## config.mk

```make
export PLATFORM = sky130hd
export DESIGN_NAME = transaction_controller
export DESIGN_NICKNAME = d
export VERILOG_FILES = /design/src/rtl/transaction_controller_pkg.sv /design/src/rtl/transaction_controller_edge_detect.sv /design/src/rtl/transaction_controller.sv
export SDC_FILE = /design/constraint.sdc
export NUM_CORES = 1
export LEC_CHECK = 0
export CORE_AREA = 5 5 61 63
export DETAILED_ROUTE_END_ITERATION = 16
export DIE_AREA = 0 0 66 68
export PLACE_DENSITY = 0.66
export REMOVE_ABC_BUFFERS = 1
export SYNTH_ARGS = -nofsm -noshare
export SYNTH_HDL_FRONTEND = slang
export SYNTH_SLANG_ARGS = --single-unit
```

## constraint.sdc

```tcl
create_clock -name clock -period 3.2 [get_ports clock]
set_clock_uncertainty 0.1 [all_clocks]
set_input_delay 0.64 -clock clock [delete_from_list [all_inputs] [get_ports clock]]
set_output_delay 0.64 -clock clock [all_outputs]
set_load 0.03 [all_outputs]
```

## src/rtl/transaction_controller_pkg.sv

```systemverilog
// Shared encodings for the transaction controller: FSM states, datapath step codes
// and default timing parameters.
package transaction_controller_pkg;

    typedef enum logic [3:0] {
        ST_IDLE       = 4'd0,
        ST_LOAD_MEM   = 4'd1,
        ST_GET_PLAYER = 4'd2,
        ST_GET_AMOUNT = 4'd3,
        ST_GET_KEY    = 4'd4,
        ST_VERIFY_AMT = 4'd5,
        ST_VERIFY_KEY = 4'd6,
        ST_COMMIT     = 4'd7,
        ST_PASS       = 4'd8,
        ST_FAIL       = 4'd9
    } state_t;

    localparam logic [2:0] PROC_IDLE       = 3'b000;
    localparam logic [2:0] PROC_VERIFY_AMT = 3'b001;
    localparam logic [2:0] PROC_VERIFY_KEY = 3'b010;
    localparam logic [2:0] PROC_COMMIT     = 3'b011;

    localparam int DEFAULT_VERIFY_TIMEOUT  = 64;
    localparam int DEFAULT_MEM_LOAD_CYCLES = 2;

    // COMMIT is deliberately outside this range so a write is never torn.
    function automatic logic is_cancellable(input state_t s);
        return (s >= ST_LOAD_MEM) && (s <= ST_VERIFY_KEY);
    endfunction

    function automatic logic [2:0] proc_code(input state_t s);
        case (s)
            ST_VERIFY_AMT: return PROC_VERIFY_AMT;
            ST_VERIFY_KEY: return PROC_VERIFY_KEY;
            ST_COMMIT:     return PROC_COMMIT;
            default:       return PROC_IDLE;
        endcase
    endfunction

endpackage

```

## src/rtl/transaction_controller_edge_detect.sv

```systemverilog
// Rising-edge detector for the go request. History resets high so a button held
// through reset release does not fire.
module transaction_controller_edge_detect (
    input  logic clock,
    input  logic reset,
    input  logic sig,
    output logic sig_edge
);

    logic sig_prev;

    always_ff @(posedge clock or posedge reset) begin
        if (reset) begin
            sig_prev <= 1'b1;
        end else begin
            sig_prev <= sig;
        end
    end

    assign sig_edge = sig & ~sig_prev;

endmodule

```

## src/rtl/transaction_controller.sv

```systemverilog
// Transaction sequencer: load memory snapshot, collect player/amount/key, run the two
// datapath verify steps with timeout, then commit. All outputs registered.
//
// state       | meaning
// ------------+-----------------------------------------------------------
// IDLE        | waiting for go
// LOAD_MEM    | load_memory held for MEM_LOAD_CYCLES, then auto-advance
// GET_PLAYER  | load_player high, go advances
// GET_AMOUNT  | load_amount high, go advances
// GET_KEY     | load_key high, go starts verification
// VERIFY_AMT  | process=001, wait done_step or timeout
// VERIFY_KEY  | process=010, wait done_step or timeout
// COMMIT      | process=011, single mem_write strobe
// PASS        | transaction succeeded, go returns to IDLE
// FAIL        | cancelled or timed out, go returns to IDLE
module transaction_controller
    import transaction_controller_pkg::*;
#(
    parameter int VERIFY_TIMEOUT  = DEFAULT_VERIFY_TIMEOUT,
    parameter int MEM_LOAD_CYCLES = DEFAULT_MEM_LOAD_CYCLES
) (
    input  logic       clock,
    input  logic       reset,
    input  logic       go,
    input  logic       cancel,
    input  logic       done_step,
    output logic       load_memory,
    output logic       load_player,
    output logic       load_amount,
    output logic       load_key,
    output logic [2:0] process,
    output logic       mem_write,
    output logic       busy,
    output logic       pass,
    output logic       fail,
    output logic [3:0] state_out
);

    localparam logic [7:0] TO_LAST  = 8'(VERIFY_TIMEOUT - 1);
    localparam logic [7:0] MEM_LAST = 8'(MEM_LOAD_CYCLES - 1);

    state_t     state;
    state_t     state_nxt;
    logic [7:0] cnt;
    logic [7:0] cnt_nxt;
    logic       go_edge;

    transaction_controller_edge_detect u_edge_detect (
        .clock    (clock),
        .reset    (reset),
        .sig      (go),
        .sig_edge (go_edge)
    );

    always_comb begin
        state_nxt = state;
        cnt_nxt   = cnt;
        case (state)
            ST_IDLE: begin
                if (go_edge) begin
                    state_nxt = ST_LOAD_MEM;
                    cnt_nxt   = '0;
                end
            end
            ST_LOAD_MEM: begin
                if (cnt >= MEM_LAST) begin
                    state_nxt = ST_GET_PLAYER;
                    cnt_nxt   = '0;
                end else begin
                    cnt_nxt = cnt + 8'd1;
                end
            end
            ST_GET_PLAYER: if (go_edge) state_nxt = ST_GET_AMOUNT;
            ST_GET_AMOUNT: if (go_edge) state_nxt = ST_GET_KEY;
            ST_GET_KEY: begin
                if (go_edge) begin
                    state_nxt = ST_VERIFY_AMT;
                    cnt_nxt   = '0;
                end
            end
            ST_VERIFY_AMT, ST_VERIFY_KEY: begin
                // done_step lags the step code by a cycle, so cnt==0 is blind
                if ((cnt != 8'd0) && done_step) begin
                    if (state == ST_VERIFY_AMT) state_nxt = ST_VERIFY_KEY;
                    else                        state_nxt = ST_COMMIT;
                    cnt_nxt = '0;
                end else if (cnt >= TO_LAST) begin
                    state_nxt = ST_FAIL;
                    cnt_nxt   = '0;
                end else if (cnt != 8'hFF) begin
                    cnt_nxt = cnt + 8'd1;
                end
            end
            ST_COMMIT: state_nxt = ST_PASS;
            ST_PASS, ST_FAIL: if (go_edge) state_nxt = ST_IDLE;
            default: begin
                state_nxt = ST_IDLE;
                cnt_nxt   = '0;
            end
        endcase

        if (cancel && is_cancellable(state)) begin
            state_nxt = ST_FAIL;
            cnt_nxt   = '0;
        end
    end

    always_ff @(posedge clock or posedge reset) begin
        if (reset) begin
            state       <= ST_IDLE;
            cnt         <= '0;
            load_memory <= 1'b0;
            load_player <= 1'b0;
            load_amount <= 1'b0;
            load_key    <= 1'b0;
            process     <= PROC_IDLE;
            mem_write   <= 1'b0;
            busy        <= 1'b0;
            pass        <= 1'b0;
            fail        <= 1'b0;
            state_out   <= 4'd0;
        end else begin
            state       <= state_nxt;
            cnt         <= cnt_nxt;
            load_memory <= (state_nxt == ST_LOAD_MEM);
            load_player <= (state_nxt == ST_GET_PLAYER);
            load_amount <= (state_nxt == ST_GET_AMOUNT);
            load_key    <= (state_nxt == ST_GET_KEY);
            process     <= proc_code(state_nxt);
            mem_write   <= (state_nxt == ST_COMMIT);
            busy        <= !(state_nxt inside {ST_IDLE, ST_PASS, ST_FAIL});
            pass        <= (state_nxt == ST_PASS);
            fail        <= (state_nxt == ST_FAIL);
            state_out   <= state_nxt;
        end
    end

endmodule
```

==> results of run 1 <==
routing by layer:
layer	GRT usage, %	vias up	routed length [µm]
li1	-	574	-
met1	18.1	584	1290
met2	25.4	29	1540
met3	3.61	4	147
met4	4.06	0	27
met5	0	-	0
power breakdown:
| group | total [mW] | internal [mW] | switching (mW) | leakage (nW) |
|---|---|---|---|---|
| Sequential | 0.450 | 0.348 | 0.102 | 0.308 |
| Combinational | 0.727 | 0.290 | 0.437 | 0.340 |
| Clock | 0.136 | 0.0468 | 0.0892 | 0.0177 |
logic make-up after synthesis:
| group | count (synthesis) | synth area share, % |
|---|---|---|
| AOI/OAI and AO/OA | 44 | 25.2 |
| adders and majority gates | 4 | 3.62 |
| DFF | 23 | 41.7 |
| xor gates and xnor gates | 2 | 1.27 |
| and+or+nand+nor | 53 | 22.1 |
| other | 1 | 0.271 |
| buffers and inverters | 20 | 5.88 |
area by class of cell:
class	instances	area [µm²]	area share, %
Multi-Input combinational cell	104	726	44.9
Timing Repair Buffer	18	180	11.1
Inverter	13	48.8	3.02
Clock inverter	1	5.00	0.310
Tap cell	46	57.6	3.56
Clock buffer	3	22.5	1.39
Sequential cell	23	577	35.7
flip-flops by register name (all words and copies together), names as in the netlist:
name                    cells
busy                        1
load_key                    1
load_memory                 1
state                       4
load_amount                 1
cnt                         8
pass                        1
fail                        1
load_player                 1
process                     2
mem_write                   1
u_edge_detect.sig_prev      1
through the flow:
step                      setup slack (ns)  total power [mW]  std cells  hold slack (ns)  util (%)
after CTS                            0.581              1.32        208            0.470      50.8
after global routing                 0.470              1.41        208            0.504      50.8
after floorplan                      0.935             0.950        140            0.394         -
after global placement               0.676              1.17        204            0.427      50.0
after detailed placement             0.614              1.18        204            0.436      50.0
final                                0.590              1.31        208            0.465      50.8
how the worst max path moves through the flow:
stage,startpoint,end,slack [ns],cells past startpoint
floorplan,cnt[0],busy,0.93,8
global placement,go,busy,0.68,6
detailed placement,go,cnt[3],0.61,6
CTS,state[1],state_out[1],0.58,1
global route,cnt[0],busy,0.47,7
finish,state[1],state_out[1],0.59,1
layout by cell type, fill, tap and decap left out, types with 2 or more instances in the layout:
master / instances
nand4_1: 3
nand2_1: 11
o211ai_1: 2
nand3_1: 5
nor3_1: 3
nor3b_1: 2
ha_1: 4
inv_1: 11
o21ai_0: 8
and2_1: 3
and3_1: 2
a211oi_1: 2
nor4b_1: 3
nor2_1: 6
a31oi_1: 2
a32o_1: 2
clkbuf_4: 3
clkdlybuf4s50_1: 18
nor2b_1: 4
o22ai_1: 2
nand2b_1: 2
dfrtp_1: 22
and4_1: 2
a32oi_1: 3
xor2_1: 2
a21oi_1: 7
==> reports/summary.txt, run 1 <==
worst hold path class: reg -> reg
initial core utilization: 43.5%
FF-to-FF Start: cnt[0]
routed wire length per instance: 14.5 µm
worst path buffer plus inverter count: 1
critical path fanouts, max: 19
DP Wirelength: 2240 µm
Area contributors post-synth: dfrtp_1, ha_1, inv_1
count leader, synth: dfrtp_1
CTS H-tree depth: 1
CTS Sinks: 23
Max-Cap Viols: 0
antenna violations before repair: 0
Area Overhead vs Synth: 16.8%
hold buffers post-CTS: 0
Antenna diodes: 0
Clock Path Buffers: 2
# IOs: 20
Max VDD drop: 337 µV
CTS root buffer: clkbuf_4
CP Data Arrival Time: 1.87 ns
number of enable flip-flop cells after synthesis: 0
top_reg_cell synth: dfrtp_1
final worst path period share: 81.6%
fraction of layout cells with a size suffix above 1: 9.26%
RePlAce Congestion: 0.826
global-route wire length before repair: 5060 µm
CP endpoint kind: output port
DR vias: 1191
Syn Area/Cell: 9.41 µm²
hold path startpoint: cnt[1]
vias in the first global route: 1112
Worst Hold Depth: 1
Vias/cell: 5.73
asr flop ratio synth: 100%
Post-synth top cells: dfrtp_1, inv_1, nand2_1, o21ai_0, a21oi_1
total wire length: 3010 µm
synthesized flop and latch total: 23
nets: 172
fillcell total: 304
max incr delay on CP: 0.79 ns
Power Density: 812 mW/mm²
leak pwr: 0.666 nW
Die H: 68 µm
Cell variety after synth: 54
remaining global-route overflow: 0
crit-path cells: clkdlybuf4s50_1
worst-margin pin slew: 0.836 ns
Port Buf Inserts: 18
synthesized area: 0.00138 mm²
Critical Path RT: 2.46 ns
reg2reg end: busy
Critical Path Source Type: register
Placed Area: 0.00159 mm²
DIE AREA: 0.00449 mm²
sequential cell area fraction in the yosys report: 41.7%
Synth area leader: dfrtp_1
Slew Limit Headroom: 44.2%
TritonCTS buffer count: 3
gr usage total: 14.6%
Slew Limit Fails: 0
unrepaired setup endpoints after global routing: no
crit path time final: 2.61 ns
worst-skew pair later-pin latency: 0.32 ns
Hold Vio Cnt, Final: 0
Die W: 66 µm
cells after synthesis: 147
Core Area: 0.00318 mm²
Fin Setup TNS: 0 ns
Yosys top cell area share: 39.8%
CTS tree: yes
Critical Path Slowest Stage Cell: clkdlybuf4s50_1
outcome: finished, final reports clean
setup slack, reg-to-reg: 0.60 ns
Post-CTS Resized: 0
DRT antenna net count: 0
final instance area: 0.00162 mm²
drc violations: 0
setup violators final: 0
top cell family by delay on the critical path: buffers and inverters
Detailed Route Iter0 Violations: 72
postcts setup bufs: 0
row count: 21
Worst Hold End: cnt[1]
crit path kind: reg -> out
CTS clk-pin slew, worst paths: 0.13 ns
largest net degree at the start of global routing: 24
Yosys Warn Count: 0
path depth of the worst reg2reg path: 7
TritonRoute pass-1 iters: 4
highest clock rate: 383 MHz
(Power assumes the default switching activity.)
==> inputs of run 2 (changes only) <==
- PLACE_DENSITY: 0.66 -> 0.69
- clock period: 3.2 -> 2.4 ns (I/O delays scaled with it)
==> run 2 against run 1 <==
- global-route usage rose by 1.0 points
- sequential power increased by 30%
- power is 49% higher
- worst hold slack got worse by 0.064 ns
- clock-buffer cell count stayed put
==> reports/summary.txt, run 2 (synthesis results as in run 1) <==
Detailed Route Iter0 Violations: 99
Power Density: 1110 mW/mm²
pre-CTS setup slack: 0.00842 ns
setup ws final: 0.109 ns
Critical Path RT: 2.50 ns
unrepaired setup endpoints after global routing: no
initial core utilization: 43.5%
Vias/cell: 5.49
Antenna diodes: 0
most frequent cells in the layout: dfrtp_1, clkdlybuf4s50_1, buf_4
Critical Path Source Type: register
crit path kind: reg -> reg
final worst path period share: 95.5%
row count: 21
TritonRoute pass-1 iters: 4
CTS Sinks: 23
DR vias: 1235
nets: 189
Slew Limit Fails: 0
FF-to-FF Start: cnt[0]
Die W: 66 µm
fillcell total: 297
Top Registers: cnt (8), state (4), process (2)
path depth of the worst reg2reg path: 8
routed wire length per instance: 14.4 µm
fraction of layout cells with a size suffix above 1: 21.2%
Hold Slack: 0.401 ns
Total Power Consumption: 1.95 mW
worst-margin pin slew: 0.552 ns
critical path fanouts, max: 3
DIE AREA: 0.00449 mm²
remaining global-route overflow: 0
Max-Cap Viols: 0
vias in the first global route: 1210
Largest register FFs: 8
CP endpoint kind: register
worst hold path class: in -> async
worst-skew pair later-pin latency: 0.30 ns
RePlAce Congestion: 0.930
Hold Vio Cnt, Final: 0
commonest non-fill, non-tap cell in the layout: dfrtp_1
global-route wire length before repair: 5510 µm
CP Data Arrival Time: 2.39 ns
Area Overhead vs Synth: 27.6%
DRT antenna net count: 0
setup violators final: 0
total wire length: 3240 µm
drc violations: 0
CTS H-tree depth: 1
Max VDD drop: 410 µV
antenna violations before repair: 0
Die H: 68 µm
setup slack, reg-to-reg: 0.11 ns
DP Wirelength: 2530 µm
CTS tree: yes
Core Area: 0.00318 mm²
Port Buf Inserts: 18
TritonCTS buffer count: 3
largest net degree at the start of global routing: 21
crit path time final: 2.29 ns
outcome: finished, final reports clean
CTS root buffer: clkbuf_4
leak pwr: 0.747 nW
Clock Path Buffers: 2
Slew Limit Headroom: 62.9%
Most flops, register: cnt
# IOs: 20
CTS clk-pin slew, worst paths: 0.13 ns
highest clock rate: 436 MHz
Fin Setup TNS: 0 ns
gr usage total: 15.6%
reg2reg end: busy
run 2: changes by cell type in the layout (fill, tap and decap cells not counted), sizes merged:
cell  previous run  this run
buf              0        17
run 2: worst max path at each step:
stage | startpoint | endpoint | slack [ns]
2_1_floorplan | cnt[0] | busy | 0.13
3_3_place_gp | cnt[1] | load_key | 0.07
3_5_place_dp | cnt[1] | load_key | 0.008
4_1_cts | cnt[1] | busy | 0.009
5_1_grt | cnt[0] | mem_write | 0.01
6_report | cnt[0] | busy | 0.11
run 2: power breakdown:
| part | total, mW | switching, mW | internal [mW] | leakage (nW) |
|---|---|---|---|---|
| logic | 1.19 | 0.660 | 0.531 | 0.426 |
| registers | 0.583 | 0.115 | 0.468 | 0.303 |
| clock network | 0.177 | 0.115 | 0.0621 | 0.0177 |
| total | 1.95 | 0.890 | 1.06 | 0.747 |
run 2: metal layers:
metal | track usage (%) | wire length (µm)
met1 | 20.2 | 1430
met2 | 27.3 | 1640
met3 | 2.63 | 118
met4 | 4.06 | 46
met5 | 0 | 0
run 2: through the flow:
step | area (µm²) | utilization, % | instances
CTS | 1750 | 54.9 | 224
global route | 1770 | 55.5 | 225
detailed placement | 1710 | 53.8 | 220
global placement | 1710 | 53.8 | 220
finish | 1770 | 55.5 | 225
floorplan | 1350 | - | 140
run 2: worst max-delay path, cell delays in order, from the launching register on:
cell     delay [ns]
dfrtp_1        0.40
inv_1          0.08
ha_1           0.14
or3b_2         0.49
o21ai_1        0.20
a311o_2        0.26
inv_2          0.06
and3_1         0.14
a311o_1        0.31
run 2: cell type report:
cell class,instances,area [µm²],share of cell area (%)
multi-input combinational,104,743,42.1
sequential,23,581,32.9
timing repair buffer,35,308,17.4
tap,46,57.6,3.26
inverter,13,48.8,2.76
clock buffer,3,22.5,1.28
clock inverter,1,5.00,0.283
run 2: what timing repair did:
item,CTS,global route
endpoints found under the setup margin,1,10
buffers inserted,0,1
pin swaps,0,3
hold buffers,0,0
gates resized for setup,1,7
==> inputs of run 3 (changes only) <==
- RECOVER_POWER: not set -> 50
- SLEW_MARGIN: not set -> 20
==> run 3 against run 2 <==
- non-clock buffer count stayed put
- cell count stayed put
- global-route usage stayed put
- sequential power hardly changed
- cell area is 0.21% lower
- routed wire length is 0.15% lower
- clock power hardly changed
- fmax is 0.14% lower
==> reports/summary.txt, run 3 (synthesis results as in run 1) <==
outcome: finished, final reports clean
Critical Path Source Type: register
global-route wire length before repair: 5510 µm
Clock Path Buffers: 2
hold path startpoint: cnt[7]
Hold Slack: 0.449 ns
CP endpoint kind: register
final worst path period share: 95.6%
Critical Path Slowest Stage Cell: or3b_2
max incr delay on CP: 0.49 ns
Most flops, register: cnt
Worst Hold Depth: 1
commonest non-fill, non-tap cell in the layout: dfrtp_1
path depth of the worst reg2reg path: 8
CTS root buffer: clkbuf_4
most frequent cells in the layout: dfrtp_1, buf_4, clkdlybuf4s50_1
Die H: 68 µm
Hold Vio Cnt, Final: 0
routed wire length per instance: 14.4 µm
worst-margin pin slew: 0.552 ns
Largest register FFs: 8
Slew Limit Fails: 0
initial core utilization: 43.5%
Die W: 66 µm
Worst Hold End: cnt[7]
Max-Cap Viols: 0
CTS clk-pin slew, worst paths: 0.13 ns
CTS tree: yes
total wire length: 3240 µm
Fin Setup TNS: 0 ns
crit path time final: 2.29 ns
remaining global-route overflow: 0
DP Wirelength: 2530 µm
largest net degree at the start of global routing: 21
# IOs: 20
critical path fanouts, max: 3
Vias/cell: 5.47
gr usage total: 15.6%
Power Density: 1100 mW/mm²
Core Area: 0.00318 mm²
CTS H-tree depth: 1
Critical Path RT: 2.50 ns
nets: 189
setup violators final: 0
crit-path cells: inv_1 > ha_1 > or3b_2 > o21ai_1 > a311o_2 > inv_2 > and3_1 > a311o_1
Port Buf Inserts: 18
Antenna diodes: 0
highest clock rate: 436 MHz
drc violations: 0
RePlAce Congestion: 0.930
Slew Limit Headroom: 62.9%
antenna violations before repair: 0
Detailed Route Iter0 Violations: 100
worst-skew pair later-pin latency: 0.30 ns
worst hold path class: reg -> reg
Top Registers: cnt (8), state (4), process (2)
TritonRoute pass-1 iters: 4
TritonCTS buffer count: 3
row count: 21
unrepaired setup endpoints after global routing: no
CTS Sinks: 23
DR vias: 1230
setup slack, reg-to-reg: 0.11 ns
DRT antenna net count: 0
CP Data Arrival Time: 2.40 ns
Max VDD drop: 410 µV
fraction of layout cells with a size suffix above 1: 20.7%
hold buffers post-CTS: 0
DIE AREA: 0.00449 mm²
Area Overhead vs Synth: 27.3%
Util after Layout: 55.4%
vias in the first global route: 1210
crit path kind: reg -> reg
FF-to-FF Start: cnt[0]
reg2reg end: busy
leak pwr: 0.755 nW
==> run 3: cell types whose count changed in the layout (fill, tap and decap cells not counted), sizes merged <==
cell / before / now
clkdlybuf4s50: 18 / 12
dlygate4sd3: 0 / 6
buf: 17 / 16
clkbuf: 3 / 4
==> run 3: report_power, final <==
part / internal, mW / switching, mW
sequential: 0.468 / 0.113
combinational: 0.525 / 0.662
clock: 0.0621 / 0.115
total: 1.06 / 0.890
==> run 3: per-layer routing <==
| metal | track usage [%] | part of all wire (%) | vias up |
|---|---|---|---|
| li1 | - | - | 609 |
| met1 | 20.2 | 44 | 591 |
| met2 | 27.3 | 51 | 24 |
| met3 | 2.63 | 3.6 | 6 |
| met4 | 4.06 | 1.4 | 0 |
| met5 | 0 | 0 | - |
==> run 3: repair_timing <==
action,in CTS,in global routing
buffers inserted,0,1
gates cloned,0,0
endpoints found under the setup margin,1,10
resized for setup,1,7
pin swaps,0,3
==> run 3: worst max-delay path, delay by kind of cell (launching register included) <==
kind	cells	cell delay [ns]
and+or+nand+nor	2	0.63
buffers and inverters	2	0.14
DFF	1	0.40
AOI/OAI and AO/OA	3	0.77
adders and majority gates	1	0.15
==> run 3: worst max-delay path by stage <==
stage | startpoint | to | slack [ns]
3_3_place_gp | cnt[1] | load_key | 0.07
4_1_cts | cnt[1] | busy | 0.009
5_1_grt | cnt[0] | mem_write | 0.01
6_report | cnt[0] | busy | 0.11
3_5_place_dp | cnt[1] | load_key | 0.008
2_1_floorplan | cnt[0] | busy | 0.13
==> run 3: area by class of cell <==
type / count / area, µm²
Fill cell: 299 / 1420
Multi-Input combinational cell: 104 / 743
Sequential cell: 23 / 581
Timing Repair Buffer: 35 / 304
Tap cell: 46 / 57.6
Inverter: 13 / 48.8
Clock buffer: 3 / 22.5
Clock inverter: 1 / 5.00
==> run 3: stage by stage <==
stage	power [mW]	cells	area [µm²]	setup WS (ns)
2_1_floorplan	1.27	140	1350	0.135
3_3_place_gp	1.72	220	1710	0.0704
3_5_place_dp	1.74	220	1710	0.00842
4_1_cts	1.93	224	1750	0.00901
5_1_grt	2.09	225	1760	0.0119
6_report	1.95	225	1760	0.106
